### src/rtl/bus_map_pkg.sv
// Shared address map for the data-bus target: register offsets, timer control
// bit positions and the decoder region type.
package bus_map_pkg;

  localparam int unsigned TIMER_WIDTH = 32;

  localparam logic [31:0] GPIO_OUT_OFFSET      = 32'h0000_0000;
  localparam logic [31:0] GPIO_IN_OFFSET       = 32'h0000_0004;
  localparam logic [31:0] TIMER_COUNT_OFFSET   = 32'h0000_0008;
  localparam logic [31:0] TIMER_COMPARE_OFFSET = 32'h0000_000C;
  localparam logic [31:0] TIMER_CTRL_OFFSET    = 32'h0000_0010;

  localparam int unsigned CTRL_ENABLE_BIT     = 0;
  localparam int unsigned CTRL_IRQ_ENABLE_BIT = 1;
  localparam int unsigned CTRL_FLAG_BIT       = 2;

  typedef enum logic [1:0] {
    Region_Ram        = 2'd0,
    Region_Peripheral = 2'd1,
    Region_None       = 2'd2
  } region_e;

endpackage

### src/rtl/bus_target_if.sv
// Single-cycle data bus: the master drives address/strobe/data, the target
// returns a combinational read word.
interface bus_target_if #(
  parameter int unsigned BUS_ADDRESS_WIDTH = 32,
  parameter int unsigned BUS_DATA_WIDTH    = 32
);
  logic [BUS_ADDRESS_WIDTH-1:0] address;
  logic                         write_enable;
  logic [BUS_DATA_WIDTH-1:0]    write_data;
  logic [BUS_DATA_WIDTH-1:0]    read_data;

  modport master (output address, output write_enable, output write_data,
                  input  read_data);
  modport slave  (input  address, input  write_enable, input  write_data,
                  output read_data);
endinterface

### src/rtl/bus_target_timer.sv
// 32-bit free-running timer with compare match, sticky W1C flag and level irq.
module bus_target_timer
  import bus_map_pkg::*;
(
  input  logic                   clk,
  input  logic                   reset,
  input  logic [TIMER_WIDTH-1:0] write_data_i,
  input  logic                   count_we_i,
  input  logic                   compare_we_i,
  input  logic                   ctrl_we_i,
  output logic [TIMER_WIDTH-1:0] count_o,
  output logic [TIMER_WIDTH-1:0] compare_o,
  output logic [TIMER_WIDTH-1:0] ctrl_o,
  output logic                   irq_o
);

  logic [TIMER_WIDTH-1:0] count_q, count_d;
  logic [TIMER_WIDTH-1:0] compare_q, compare_d;
  logic                   en_q, en_d;
  logic                   irq_en_q, irq_en_d;
  logic                   flag_q, flag_d;
  logic                   match;

  // Bus write to count beats the reload; a match set beats a W1C clear.
  always_comb begin
    match     = en_q && (count_q == compare_q);
    count_d   = count_q;
    compare_d = compare_q;
    en_d      = en_q;
    irq_en_d  = irq_en_q;
    flag_d    = flag_q;

    if (count_we_i) begin
      count_d = write_data_i;
    end else if (en_q) begin
      count_d = match ? '0 : count_q + TIMER_WIDTH'(1);
    end

    if (compare_we_i) begin
      compare_d = write_data_i;
    end

    if (ctrl_we_i) begin
      en_d     = write_data_i[CTRL_ENABLE_BIT];
      irq_en_d = write_data_i[CTRL_IRQ_ENABLE_BIT];
    end

    if (match) begin
      flag_d = 1'b1;
    end else if (ctrl_we_i && write_data_i[CTRL_FLAG_BIT]) begin
      flag_d = 1'b0;
    end
  end

  always_ff @(posedge clk) begin
    if (reset) begin
      count_q   <= '0;
      compare_q <= '1;
      en_q      <= 1'b0;
      irq_en_q  <= 1'b0;
      flag_q    <= 1'b0;
    end else begin
      count_q   <= count_d;
      compare_q <= compare_d;
      en_q      <= en_d;
      irq_en_q  <= irq_en_d;
      flag_q    <= flag_d;
    end
  end

  always_comb begin
    ctrl_o                      = '0;
    ctrl_o[CTRL_ENABLE_BIT]     = en_q;
    ctrl_o[CTRL_IRQ_ENABLE_BIT] = irq_en_q;
    ctrl_o[CTRL_FLAG_BIT]       = flag_q;
  end

  assign count_o   = count_q;
  assign compare_o = compare_q;
  assign irq_o     = flag_q & irq_en_q;

endmodule

### src/rtl/bus_target.sv
// Memory-side responder: decodes bus accesses into a word RAM or the GPIO/timer
// register bank, with combinational reads and clocked writes.
module bus_target
  import bus_map_pkg::*;
#(
  parameter int unsigned BUS_ADDRESS_WIDTH = 32,
  parameter int unsigned BUS_DATA_WIDTH    = 32,
  parameter int unsigned RAM_WORDS         = 64,
  parameter int unsigned GPIO_WIDTH        = 8,
  parameter int unsigned PERIPHERAL_BASE   = 'h800
) (
  input  logic                  clock,
  input  logic                  reset,
  bus_target_if.slave           bus,
  input  logic [GPIO_WIDTH-1:0] gpio_in,
  output logic [GPIO_WIDTH-1:0] gpio_out,
  output logic                  irq
);

  localparam int unsigned ABW       = BUS_ADDRESS_WIDTH;
  localparam int unsigned DW        = BUS_DATA_WIDTH;
  localparam int unsigned RAM_IDX_W = (RAM_WORDS > 1) ? $clog2(RAM_WORDS) : 1;
  localparam int unsigned RAM_BYTES = RAM_WORDS * 4;

  logic [DW-1:0]         ram_q [RAM_WORDS];
  logic [GPIO_WIDTH-1:0] gpio_out_q;
  logic [GPIO_WIDTH-1:0] sync1_q, sync2_q;

  logic [ABW-1:0]        word_addr;
  logic [ABW-1:0]        reg_off;
  logic [RAM_IDX_W-1:0]  ram_idx;
  logic [1:0]            unused_addr_bits;
  region_e               region;

  logic ram_we, gpio_out_we, count_we, compare_we, ctrl_we;

  logic [TIMER_WIDTH-1:0] timer_count, timer_compare, timer_ctrl;
  logic                   timer_irq;

  assign word_addr        = {bus.address[ABW-1:2], 2'b00};
  assign reg_off          = word_addr - ABW'(PERIPHERAL_BASE);
  assign ram_idx          = bus.address[RAM_IDX_W+1:2];
  assign unused_addr_bits = bus.address[1:0];

  // Region decode; the register window ends at the last register.
  always_comb begin
    region = Region_None;
    if (word_addr < ABW'(RAM_BYTES)) begin
      region = Region_Ram;
    end else if ((word_addr >= ABW'(PERIPHERAL_BASE)) &&
                 (reg_off <= ABW'(TIMER_CTRL_OFFSET))) begin
      region = Region_Peripheral;
    end
  end

  always_comb begin
    ram_we      = 1'b0;
    gpio_out_we = 1'b0;
    count_we    = 1'b0;
    compare_we  = 1'b0;
    ctrl_we     = 1'b0;
    if (bus.write_enable && !reset) begin
      ram_we = (region == Region_Ram);
      if (region == Region_Peripheral) begin
        gpio_out_we = (reg_off == ABW'(GPIO_OUT_OFFSET));
        count_we    = (reg_off == ABW'(TIMER_COUNT_OFFSET));
        compare_we  = (reg_off == ABW'(TIMER_COMPARE_OFFSET));
        ctrl_we     = (reg_off == ABW'(TIMER_CTRL_OFFSET));
      end
    end
  end

  // RAM contents survive reset; only the write is suppressed.
  always_ff @(posedge clock) begin
    if (ram_we) begin
      ram_q[ram_idx] <= bus.write_data;
    end
  end

  always_ff @(posedge clock) begin
    if (reset) begin
      gpio_out_q <= '0;
      sync1_q    <= '0;
      sync2_q    <= '0;
    end else begin
      sync1_q <= gpio_in;
      sync2_q <= sync1_q;
      if (gpio_out_we) begin
        gpio_out_q <= bus.write_data[GPIO_WIDTH-1:0];
      end
    end
  end

  bus_target_timer u_timer (
    .clk          (clock),
    .reset        (reset),
    .write_data_i (TIMER_WIDTH'(bus.write_data)),
    .count_we_i   (count_we),
    .compare_we_i (compare_we),
    .ctrl_we_i    (ctrl_we),
    .count_o      (timer_count),
    .compare_o    (timer_compare),
    .ctrl_o       (timer_ctrl),
    .irq_o        (timer_irq)
  );

  always_comb begin
    bus.read_data = '0;
    case (region)
      Region_Ram: bus.read_data = ram_q[ram_idx];
      Region_Peripheral: begin
        if (reg_off == ABW'(GPIO_OUT_OFFSET))           bus.read_data = DW'(gpio_out_q);
        else if (reg_off == ABW'(GPIO_IN_OFFSET))       bus.read_data = DW'(sync2_q);
        else if (reg_off == ABW'(TIMER_COUNT_OFFSET))   bus.read_data = DW'(timer_count);
        else if (reg_off == ABW'(TIMER_COMPARE_OFFSET)) bus.read_data = DW'(timer_compare);
        else if (reg_off == ABW'(TIMER_CTRL_OFFSET))    bus.read_data = DW'(timer_ctrl);
      end
      default: bus.read_data = '0;
    endcase
  end

  assign gpio_out = gpio_out_q;
  assign irq      = timer_irq;

endmodule

### src/flat_wrapper.sv
// flat-port wrapper written by rule: the top's interface ports become plain ports
module bus_target_flat import bus_map_pkg::*;
#(
  parameter int unsigned BUS_ADDRESS_WIDTH = 32,
  parameter int unsigned BUS_DATA_WIDTH    = 32,
  parameter int unsigned RAM_WORDS         = 64,
  parameter int unsigned GPIO_WIDTH        = 8,
  parameter int unsigned PERIPHERAL_BASE   = 'h800
)
  (clock, reset, gpio_in, gpio_out, irq, bus_address, bus_write_enable, bus_write_data, bus_read_data);
  bus_target_if #(.BUS_ADDRESS_WIDTH(BUS_ADDRESS_WIDTH), .BUS_DATA_WIDTH(BUS_DATA_WIDTH)) bus_i ();
  input  logic clock;
  input  logic reset;
  input  logic [GPIO_WIDTH-1:0] gpio_in;
  output logic [GPIO_WIDTH-1:0] gpio_out;
  output logic irq;
  input wire logic [$bits(bus_i.address)-1:0] bus_address;
  input wire logic [$bits(bus_i.write_enable)-1:0] bus_write_enable;
  input wire logic [$bits(bus_i.write_data)-1:0] bus_write_data;
  output wire logic [$bits(bus_i.read_data)-1:0] bus_read_data;
  assign bus_i.address = bus_address;
  assign bus_i.write_enable = bus_write_enable;
  assign bus_i.write_data = bus_write_data;
  assign bus_read_data = bus_i.read_data;
  bus_target #(.BUS_ADDRESS_WIDTH(BUS_ADDRESS_WIDTH), .BUS_DATA_WIDTH(BUS_DATA_WIDTH), .RAM_WORDS(RAM_WORDS), .GPIO_WIDTH(GPIO_WIDTH), .PERIPHERAL_BASE(PERIPHERAL_BASE)) u_core (.clock(clock), .reset(reset), .bus(bus_i), .gpio_in(gpio_in), .gpio_out(gpio_out), .irq(irq));
endmodule
### config.mk
export PLATFORM = sky130hd
export DESIGN_NAME = bus_target_flat
export DESIGN_NICKNAME = d
export VERILOG_FILES = /design/src/rtl/bus_map_pkg.sv /design/src/rtl/bus_target_if.sv /design/src/rtl/bus_target_timer.sv /design/src/rtl/bus_target.sv /design/src/flat_wrapper.sv
export SDC_FILE = /design/constraint.sdc
export NUM_CORES = 2
export LEC_CHECK = 0
export CAP_MARGIN = 20
export CORE_UTILIZATION = 30
export DETAILED_ROUTE_END_ITERATION = 7
export GPL_ROUTABILITY_DRIVEN = 0
export PLACE_DENSITY_LB_ADDON = 0.3
export SLEW_MARGIN = 20
export SYNTH_ARGS = -nofsm -noshare
export SYNTH_HDL_FRONTEND = slang
export SYNTH_SLANG_ARGS = --single-unit
### constraint.sdc
create_clock -name clock -period 6.45 [get_ports clock]
set_input_delay 1.935 -clock clock [delete_from_list [all_inputs] [get_ports clock]]
set_output_delay 1.935 -clock clock [all_outputs]
set_load 0.05 [all_outputs]
==> Word-level counts from Yosys, hierarchy flattened <==
Memory sizes are Yosys's and may differ from the RTL's.
Cells that the tools add are included.
{ "op_classes": {"n_lt_le_gt_ge": 3, "n_reduce_logical": 9, "mux": 24, "add_sub_neg": 2, "eq_ne": 6, "n_bitwise": 1} }
{ "op_table": {"columns": ["op", "count"], "rows": [
  ["$mux W32", 7],
  ["$eq A32 B4 Y1 const B", 2],
  ["$pmux W32 S2", 1],
  ["$add A32 B1 Y32 const B", 1],
  ["$eq A32 B3 Y1 const B", 1],
  ["$eq A32 B32 Y1", 1],
  ["$eq A32 B5 Y1 const B", 1],
  ["$ge A32 B12 Y1 const B", 1],
  ["$le A32 B5 Y1 const B", 1],
  ["$logic_not A32 Y1", 1],
  ["$lt A32 B9 Y1 const B", 1],
  ["$sub A32 B12 Y32 const B", 1],
  ["$mux W1", 13],
  ["$logic_and A1 B1 Y1", 4],
  ["$mux W2", 2],
  ["$reduce_bool A2 Y1", 2],
  ["$mux W3", 1],
  ["$eq A2 B1 Y1 const B", 1],
  ["$logic_not A2 Y1", 1],
  ["$and A1 B1 Y1", 1],
  ["$logic_not A1 Y1", 1]
]} }
{ "word_totals": {"input_bits": 75, "ff_bits": 91, "memories": 1, "ramBits": 2048} }
{ "memory_table": {"columns": ["memory", "depth", "width", "rd", "rd_clocked_by_memory_dff", "write_ports", "line_no", "source"], "rows": [
  ["u_core.ram_q", 64, 32, 1, 0, 1, "bus_target.sv:25", "logic [DW-1:0] ram_q [RAM_WORDS];"]
]} }

==> Longest topological paths before layout <==
{ "depth": {"ltp_word": 11, "ltp_mapped": 11} }

==> Hierarchy <==
A second synthesis with hierarchy kept.
{ "hier_totals": {"cells_unflattened": 3984, "area_unflattened_um2": 83876.7} }
{ "modules_own_cells": {"columns": ["module", "area_each_um2", "cells_each", "instances"], "rows": [
  ["bus_target", 79986.7, 3529, 1],
  ["bus_target_timer", 3890.0, 455, 1]
]} }

==> Least setup slack after synthesis <==
Ideal clock, no wire load.
{ "synth_timing": {"path_kind": "in2out", "from": "input port bus_address[11]", "to": "output port bus_read_data[14]", "path_slack_ns": -0.679, "n_path_buf": 2, "t_arrival_ns": 5.194, "t_required_ns": 4.515, "path_stages": 10, "cell_sequence": "inv_1 ha_1 nor3b_1 nand3_2 nor3b_2 xor2_2 or4b_1 buf_2 buf_2 o32ai_1"} }
{ "synth_via": {"elab_chain_cells": 7} }
{ "synth_lines": {"columns": ["item", "line_no", "source"], "rows": [
  ["start, declared", "flat_wrapper.sv:17", "input wire logic [$bits(bus_i.address)-1:0] bus_address;"],
  ["$sub A32 B12 Y32", "bus_target.sv:41", "assign reg_off = word_addr - ABW'(PERIPHERAL_BASE);"],
  ["$le A32 B5 Y1 / $eq A32 B4 Y1 (equally long branches)", "bus_target.sv:51, bus_target.sv:115", null],
  ["$logic_and A1 B1 Y1 / $mux W32 (equally long branches)", "bus_target.sv:50, bus_target.sv:115", null],
  ["$mux W2 / $mux W32 (equally long branches)", "bus_target.sv:50, bus_target.sv:114", null],
  ["$mux W2 / $mux W32 (equally long branches)", "bus_target.sv:48, bus_target.sv:113", null],
  ["$eq A2 B1 Y1 (tied with other cells)", "bus_target.sv:109", "case (region)"],
  ["$pmux W32 S2 (*)", "bus_target.sv:109", null],
  ["end, declared", "flat_wrapper.sv:20", "output wire logic [$bits(bus_i.read_data)-1:0] bus_read_data;"]
]} }
Mark *: on every way between the ends. The rest lies on a longest branch, timed or not.

==> Final worst setup path <==
{ "layout_timing": {"from": "input port bus_address[11]", "to": "output port bus_read_data[4]"} }
Same word-level chain as after synthesis.

==> reports/metrics.yaml <==
synth:
  synth-seq-cells: 2139
  synthArstFlopShare_pct: 0
  yosys.cell_types.count: 69
  netlist_top_cells_area: "edfxtp_1 74%, mux4_2 15%, dfxtp_1 2.2%, nor2_1 0.83%, clkbuf_1 0.67%"
  synthesis.nets: 4058
  synth_edf_count: 2048
  ys.flop_type: "edfxtp_1"
  synth_most_common_cell: "edfxtp_1"
  yosys.area.top_type: "edfxtp_1"
  yosysWarnings: 0
  syn-instance-count: 3981
  synth.top_cell.area_share_pct: 73.88
  synth_common_cells: "2,048 x edfxtp_1, 537 x mux4_2, 183 x nor2_1, 149 x clkbuf_1, 91 x dfxtp_1"
  syn_area_sq_um: 83240
  postSynthAreaPerCell_sq_um: 20.91
  synth_seq_area_share_pct: 76.07
timing:
  finalHoldViolations: 0
  finalClockSkew_ns: 0.04870
  finalCritPeriodShare_pct: 102.8
  drv_slew: 0
  hold_ws_ns: 0.4456
  fmax_ghz: 0.1508
  fin_ws_ns: -0.1820
  worstMarginPinSlew_ns: 1.039
  rsz0062_at_grt: "yes"
  setup_viol: 29
  finalCriticalPeriod_ns: 6.632
  relSlewSlack_pct: 30.50
power:
  internal_power_mw: 23.01
  ir_drop_mv: 0.2192
  comb_power_share_pct: 5.9
  powerDensity_nw_per_um2: 286.1
  leakage_nw: 32.09
  power.share.sequential_pct: 51.7
  clkPwrFrac_pct: 42.4
  p_total_mw: 29.43
  p_sw_share_pct: 21.83
  p_sw_mw: 6.426
die:
  rows: 193
  die_x_um: 528.8
  boundaryPins: 116
  initial_core_util_pct: 30.13
  dieArea_sq_um: 279600
  die_h_um: 528.8
  floorplan.core_area_sq_um: 276300
cells_and_area:
  fin_util_pct: 37.24
  fin_nets: 4729
  fin_cells: 8549
  drive_above_1_share_pct: 35.08
  area_growth_pct: 23.59
global_route:
  grt_pass1_vias: 44770
  antenna_found_initial: 28
  gr-usage-all-layers_pct: 17.37
  grt_overflow: 0
  grt_start_max_net_pins: 68
  grt_first_pass_wirelength_um: 343500
place:
  place_inst: 8085
  hpwlAfterDp_um: 147800
  io_buffers: 113
routing:
  final_antenna_net_count: 0
  viasPerCell: 5.183
  via_count: 44310
  drc: 0
  post_drt_wl_per_cell_um: 28.82
  drt_iter0_drc: 4499
  firstDrtPassIters: 5
  drt_wl_total_um: 246400
critical_path:
  criticalPathCategory: "in -> out"
  cp.required_ns: 4.51
  arrival_ns: 4.70
  cp_max_fo: 7
  critPathLaunchType: "input pin"
  critPathCaptureType: "primary output"
clock_network:
  clk_path_buf_depth: 3
  clk_pin_slew_ns: 0.05
  cts_tree: "built"
  cts_root_buf: "clkbuf_16"
  cts.sinks: 2139
  cts_buffers: 220
  cts_max_level: 4
  clock_latency_ns: 0.86
run_status:
  status: "finished, violations left"
  violations: "setup timing"
hold_path:
  min_path_type: "reg -> reg"
job:
  cap_viol_max_count: 0
[stage by stage]
stage | cell area [sq um] | TNS [ns] | worst slack, ns
2_1_floorplan | 83410 | -1.660 | -0.2374
3_3_place_gp | 94380 | -16.03 | -1.002
3_5_place_dp | 94380 | -15.82 | -1.007
4_1_cts | 102500 | -0.9565 | -0.09291
5_1_grt | 102900 | -4.119 | -0.2416
6_report | 102900 | -2.283 | -0.1820
[kinds of logic (layout without fill, tap and decap cells)]
kind of cell / count (synthesis) / count (layout) / synth area share, %
XOR/XNOR: 35 / 35 / 0.3773
AO/OA/AOI/OAI: 460 / 460 / 4.095
AND/OR/NAND/NOR: 502 / 503 / 3.107
multiplexers: 575 / 575 / 15.00
other: 0 / 7 / 0
buffers and inverters: 268 / 1123 / 1.321
flip-flops: 2139 / 2139 / 76.07
adder cells (fa/ha/maj): 2 / 2 / 0.03006
[registers in the layout (all words and copies together) (netlist names)]
| signal | count |
|---|---|
| u_core.u_timer.flag_q | 1 |
| u_core.sync1_q | 8 |
| u_core.u_timer.count_o | 32 |
| u_core.gpio_out | 8 |
| u_core.ram_q | 2048 |
| u_core.sync2_q | 8 |
| u_core.u_timer.compare_o | 32 |
| u_core.u_timer.irq_en_q | 1 |
| u_core.u_timer.en_q | 1 |
[final cells by class]
cell class	instances	area [sq um]
multi-input cells	1575	20140
fillers	25190	173400
repair buffers	698	7616
clock inverters	123	1294
flip-flops and latches	2139	63320
clock buffers	284	5788
well taps	3705	4636
diodes	7	17.52
inverters	18	68.82
[power groups by stage]
| stage | registers [mW] | clock network, mW | logic (mW) |
|---|---|---|---|
| after global routing | 15.2 | 13.2 | 1.83 |
| after floorplan | 15.5 | 0 | 0.688 |
| final | 15.2 | 12.5 | 1.74 |
| after detailed placement | 15.5 | 0 | 1.67 |
| after global placement | 15.5 | 0 | 1.65 |
| after CTS | 15.2 | 12.7 | 1.74 |
[placed cells by master, fill, tap and decap left out, types with 26 or more instances in the layout]
cell type	n
buf_6	31
nor2b_1	55
buf_2	38
o21ai_0	34
a22o_1	60
a211oi_1	28
clkbuf_1	62
nor3_1	28
a21oi_1	45
dfxtp_1	91
clkdlybuf4s50_1	26
nand2_1	83
buf_4	420
nor2_1	118
clkinv_2	32
xor2_1	32
a211o_1	32
mux2i_1	29
o22ai_1	39
a221oi_1	42
buf_12	150
a22oi_1	50
nor2_4	65
clkinv_1	49
edfxtp_1	2048
nand3_1	32
clkbuf_16	226
mux4_2	537
[what timing repair did]
item                       4_1_cts  5_1_grt
gates resized for setup        198       29
setup endpoints to repair       32       32
hold buffers                     0        0
cloned                           4        4
pin swaps                       37       26
setup buffers                   24       18
[final timing paths]
kind / startpoint / end / slack (ns) / cells past startpoint
worst max-delay path: bus_address[11] / bus_read_data[4] / -0.18 / 12
worst min-delay path: u_core.sync1_q[3] / u_core.sync2_q[3] / 0.45 / 1
worst max register to register: u_core.u_timer.count_o[20] / u_core.u_timer.count_o[9] / 3.41 / 7
worst min register to register: u_core.sync1_q[3] / u_core.sync2_q[3] / 0.45 / 1
[routing by layer]
layer	global-route usage, %	share of wire [%]	up-vias
li1	-	-	18220
met1	24.04	42	24130
met2	28.43	48	1654
met4	4.164	2.2	14
met5	0	0.029	-
met3	2.924	6.9	297
[worst max-delay path, cell delays in order]
cell	delay (ns)
buf_6	0.10
buf_6	0.11
nor4_4	0.37
buf_4	0.19
and3_4	0.18
and3_4	0.18
o211ai_4	0.08
or4b_4	0.66
nand2b_4	0.33
o22ai_4	0.25
buf_6	0.15
buf_12	0.13
Power figures use the tool's default switching activity.
